==> config.mk <==
export PLATFORM = sky130hd
export DESIGN_NAME = clock_period_meter
export DESIGN_NICKNAME = d
export VERILOG_FILES = /design/src/rtl/clock_period_meter.sv
export SDC_FILE = /design/constraint.sdc
export NUM_CORES = 1
export LEC_CHECK = 0
export ABC_AREA = 1
export ABC_CLOCK_PERIOD_IN_PS = 2100
export CORE_ASPECT_RATIO = 0.6
export CORE_MARGIN = 4
export CORE_UTILIZATION = 59
export CTS_BUF_LIST = sky130_fd_sc_hd__clkbuf_4
export DETAILED_ROUTE_END_ITERATION = 16
export PLACE_DENSITY = 0.83
export SLEW_MARGIN = 40
export SYNTH_ARGS = -nofsm -noshare
export SYNTH_HDL_FRONTEND = slang
export SYNTH_SLANG_ARGS = --single-unit
==> constraint.sdc <==
create_clock -name clk_in -period 2.1 [get_ports clk_in]
set_input_delay 0.21 -clock clk_in [delete_from_list [all_inputs] [get_ports clk_in]]
set_output_delay 0.21 -clock clk_in [all_outputs]
set_load 0.01 [all_outputs]
==> src/rtl/clock_period_meter.sv <==
// Clock period meter: measures the period and high time of a slow,
// asynchronous square wave in system clock cycles. One result per complete
// input period, announced with a single-cycle valid pulse. A stuck or
// too-slow input saturates the period counter, raises a sticky timeout and
// re-arms the meter on the next rising edge.
module clock_period_meter #(
  parameter int WIDTH = 16
) (
  input  logic             clk_in,
  input  logic             reset,
  input  logic             sig_in,
  output logic [WIDTH-1:0] period,
  output logic [WIDTH-1:0] high_time,
  output logic             valid,
  output logic             timeout
);

  typedef enum logic [1:0] {
    IDLE,
    HIGH,
    LOW
  } state_t;

  localparam logic [WIDTH-1:0] ONE      = {{(WIDTH-1){1'b0}}, 1'b1};
  localparam logic [WIDTH-1:0] LAST_INC = {{(WIDTH-1){1'b1}}, 1'b0};

  logic             r_s1;
  logic             r_s2;
  logic             r_s3;
  state_t           r_state;
  logic [WIDTH-1:0] r_cntP;
  logic [WIDTH-1:0] r_cntH;

  logic w_rise;
  logic w_fall;
  logic w_nearSat;

  assign w_rise    = r_s2 & ~r_s3;
  assign w_fall    = ~r_s2 & r_s3;
  // The next increment would land the period counter on its all-ones value.
  assign w_nearSat = (r_cntP == LAST_INC);

  // Two-flop synchronizer plus history flop; resetting high means an input
  // that is already high when reset releases does not look like a rise.
  always_ff @(posedge clk_in or negedge reset) begin
    if (!reset) begin
      r_s1 <= 1'b1;
      r_s2 <= 1'b1;
      r_s3 <= 1'b1;
    end else begin
      r_s1 <= sig_in;
      r_s2 <= r_s1;
      r_s3 <= r_s2;
    end
  end

  // Measurement FSM: counts cycles from rise to rise, latches the result on
  // the closing rise and starts the next period in the same cycle.
  always_ff @(posedge clk_in or negedge reset) begin
    if (!reset) begin
      r_state   <= IDLE;
      r_cntP    <= '0;
      r_cntH    <= '0;
      period    <= '0;
      high_time <= '0;
      valid     <= 1'b0;
      timeout   <= 1'b0;
    end else begin
      valid <= 1'b0;
      case (r_state)
        IDLE: begin
          if (w_rise) begin
            r_cntP  <= ONE;
            r_cntH  <= ONE;
            r_state <= HIGH;
          end
        end
        HIGH: begin
          if (w_nearSat) begin
            r_cntP  <= r_cntP + ONE;
            timeout <= 1'b1;
            r_state <= IDLE;
          end else begin
            r_cntP <= r_cntP + ONE;
            if (w_fall) begin
              r_state <= LOW;
            end else begin
              r_cntH <= r_cntH + ONE;
            end
          end
        end
        LOW: begin
          if (w_rise) begin
            period    <= r_cntP;
            high_time <= r_cntH;
            valid     <= 1'b1;
            timeout   <= 1'b0;
            r_cntP    <= ONE;
            r_cntH    <= ONE;
            r_state   <= HIGH;
          end else if (w_nearSat) begin
            r_cntP  <= r_cntP + ONE;
            timeout <= 1'b1;
            r_state <= IDLE;
          end else begin
            r_cntP <= r_cntP + ONE;
          end
        end
        default: begin
          r_state <= IDLE;
        end
      endcase
    end
  end

endmodule

==> impl_metrics.ini <==
[global_routing]
grt_pass1_vias = 2761
antenna_found_initial = 0
grt-ovfl-total = 0
grt_max_degree = 72
grt_pass1_wl_microns = 13740
track_usage_pct = 25.04

[synthesis]
syn_area_sq_um = 3518
muxShareOfSynthArea_pct = 0
ys_top_cells_by_area = dfrtp_1 (48%), nand2_1 (15%), inv_1 (5.3%), o21ai_0 (5.1%), nor2_1 (4.1%)
syn_area_per_cell_sq_um = 7.924
ys_ff_latch = 71
synth_warnings = 0
post-synth-top-count-cell = nand2_1
synth_fa_ha_area_share_pct = 2.845
yosys.area.top_type = dfrtp_1
synth_cell_types = 32
yosys-top-cells-count = nand2_1 (141), dfrtp_1 (68), inv_1 (50)
synth_top_family_by_area = simple AND/OR/NAND/NOR gates
synth_compound_area_share_pct = 10.28
synthCells = 444
yosysSeqAreaShare_pct = 50.60
synth_edf_count = 0
synth_top_area_share_pct = 48.36
synth_xor_area_share_pct = 0.7468
synth_simple_gate_area_share_pct = 27.81
syn_nets = 455
synth_flop_cell = dfrtp_1
synthArstFlopShare_pct = 100.0

[final_layout]
final_cell_area_sq_um = 4163
area_growth_pct = 18.31
postLayoutCoreUtil_pct = 73.35
drive_gt1_share_pct = 8.943
antenna_cells = 0
nets = 498

[timing]
slew_headroom_pct = 75.29
tightest_slew_ps = 367.9
clock.fmax_mhz = 531.6
whs_ps = 178.5
finalHoldViolations = 0
maxSlewViolCount = 0
clock_skew_ps = 13.84
rsz0062_at_grt = no
fin_crit_ps = 1881
fin_ws_ps = 218.7
finalSetupViolations = 0
period_share_pct = 89.59
setup_tns_ps = 0

[route]
dr.pass1.iters = 5
vias_per_cell = 5.481
routed_wl_microns = 8398
top_layer = met4
ant_nets = 0
route.met2.wl_microns = 3288
met1Wirelength_microns = 4141
wl_per_cell_microns = 14.68
drc_errors = 0
routed-wl-met3_microns = 848
drtIter0Drc = 333
vias = 3135

[place]
dpl_cell_area_sq_um = 3964
portBuffers = 36
gp_congestion = 0.9395
pre_cts_slack_ps = 232.7
place_hpwl_microns = 5938

[floorplanning]
fp.dieH_microns = 67.82
rows = 21
fp.dieArea_sq_um = 7303
start_util_pct = 61.99
core_sq_um = 5675
io_pins = 37
die_w_microns = 107.7

[critical_path]
path_class = reg -> reg
worstPathArrival_ps = 2190
required_ps = 2400
worstSetupStartpointType = flip-flop
cp_max_fo = 11
end_kind = flip-flop

[clock_network]
cts_tree = built
clock_sinks = 71
clkTransAtPathRegs_ps = 110
clock-root-buffer = clkbuf_4
cts_resized = 0
clk-insertion-delay-late_ps = 430
ctsHtreeMaxLevel = 3
cts_buffer_depth = 2
cts-buffers-inserted = 9

[status]
outcome = finished clean

[power]
power_leakage_nw = 1.884
peakVddDrop_mv = 0.5404
powerDensity_nw_per_um2 = 912.6

[flow_run]
cap_violations = 0

[hold_path]
min_path_type = in -> reg
## cells by family (layout without fill, tap and decap cells)
family | Yosys count | in the layout
xor gates and xnor gates | 3 | 3
AOI/OAI and AO/OA | 68 | 68
and+or+nand+nor | 229 | 230
adders and majority gates | 8 | 8
buffers and inverters | 65 | 112
DFF | 71 | 71
## registers in the layout (all words and copies together), names as in the netlist
signal,count
r_s2,1
valid,1
high_time,16
r_cntH,16
r_s3,1
period,16
r_s1,1
r_state,2
r_cntP,16
timeout,1
## metal layers
| metal | track usage [%] | vias to the layer above |
|---|---|---|
| li1 | - | 1496 |
| met1 | 39.20 | 1465 |
| met2 | 32.97 | 160 |
| met3 | 7.257 | 14 |
| met4 | 7.874 | 0 |
| met5 | 0 | - |
## cells in the final DEF (no fill, tap or decap), types with 9 or more instances in the layout
cell type        synthesis  final
a21oi_1                 10     10
dfrtp_1                 68     68
nand2_1                141    141
nand3_1                 24     24
inv_1                   50     50
clkdlybuf4s50_1          0     35
o21ai_0                 36     36
nor2_1                  38     38
o21ai_1                 14     14
clkbuf_4                 0      9
## layout make-up
class	instances	area, sq um
clock inverters	7	111.4
inverters	55	206.4
fillers	450	1513
multi-input cells	309	1476
well taps	80	100.1
flip-flops and latches	71	1780
repair buffers	41	420.4
clock buffers	9	67.56
## report_power, final
group          switching [W]  internal [W]
registers           0.000113       0.00148
logic               0.000756      0.000364
clock network       0.000491      0.000594
total                0.00136       0.00244
## through the flow
step           cells  power, W
6_report         572  0.003799
5_1_grt          572  0.004030
4_1_cts          571  0.003771
3_5_place_dp     554  0.002683
3_3_place_gp     554  0.002642
2_1_floorplan    444  0.002371
## path summary, 6_finish.rpt
| kind | start | to | slack [ps] | cells after the start |
|---|---|---|---|---|
| min in group asynchronous | reset | period[12] | 320 | 3 |
| min | sig_in | r_s1 | 180 | 1 |
| min reg2reg | r_s1 | r_s2 | 360 | 0 |
| max | r_state[0] | r_cntP[6] | 220 | 8 |
| max reg2reg | r_state[0] | r_cntP[6] | 220 | 8 |
| max in group asynchronous | reset | r_s3 | 1460 | 3 |
## worst max-delay path: stages, from the launching register on
cell	delay (ps)
dfrtp_1	450
inv_1	90
ha_1	240
nand2_1	120
nand2_2	100
inv_2	170
nand2_1	270
o21ai_0	220
a22oi_1	110
## repair_timing
action	4_1_cts	5_1_grt
hold buffers	1	0
setup endpoints to repair	0	5
hold endpoints to repair	68	0
setup buffers	0	0
Power figures use the tool's default switching activity.
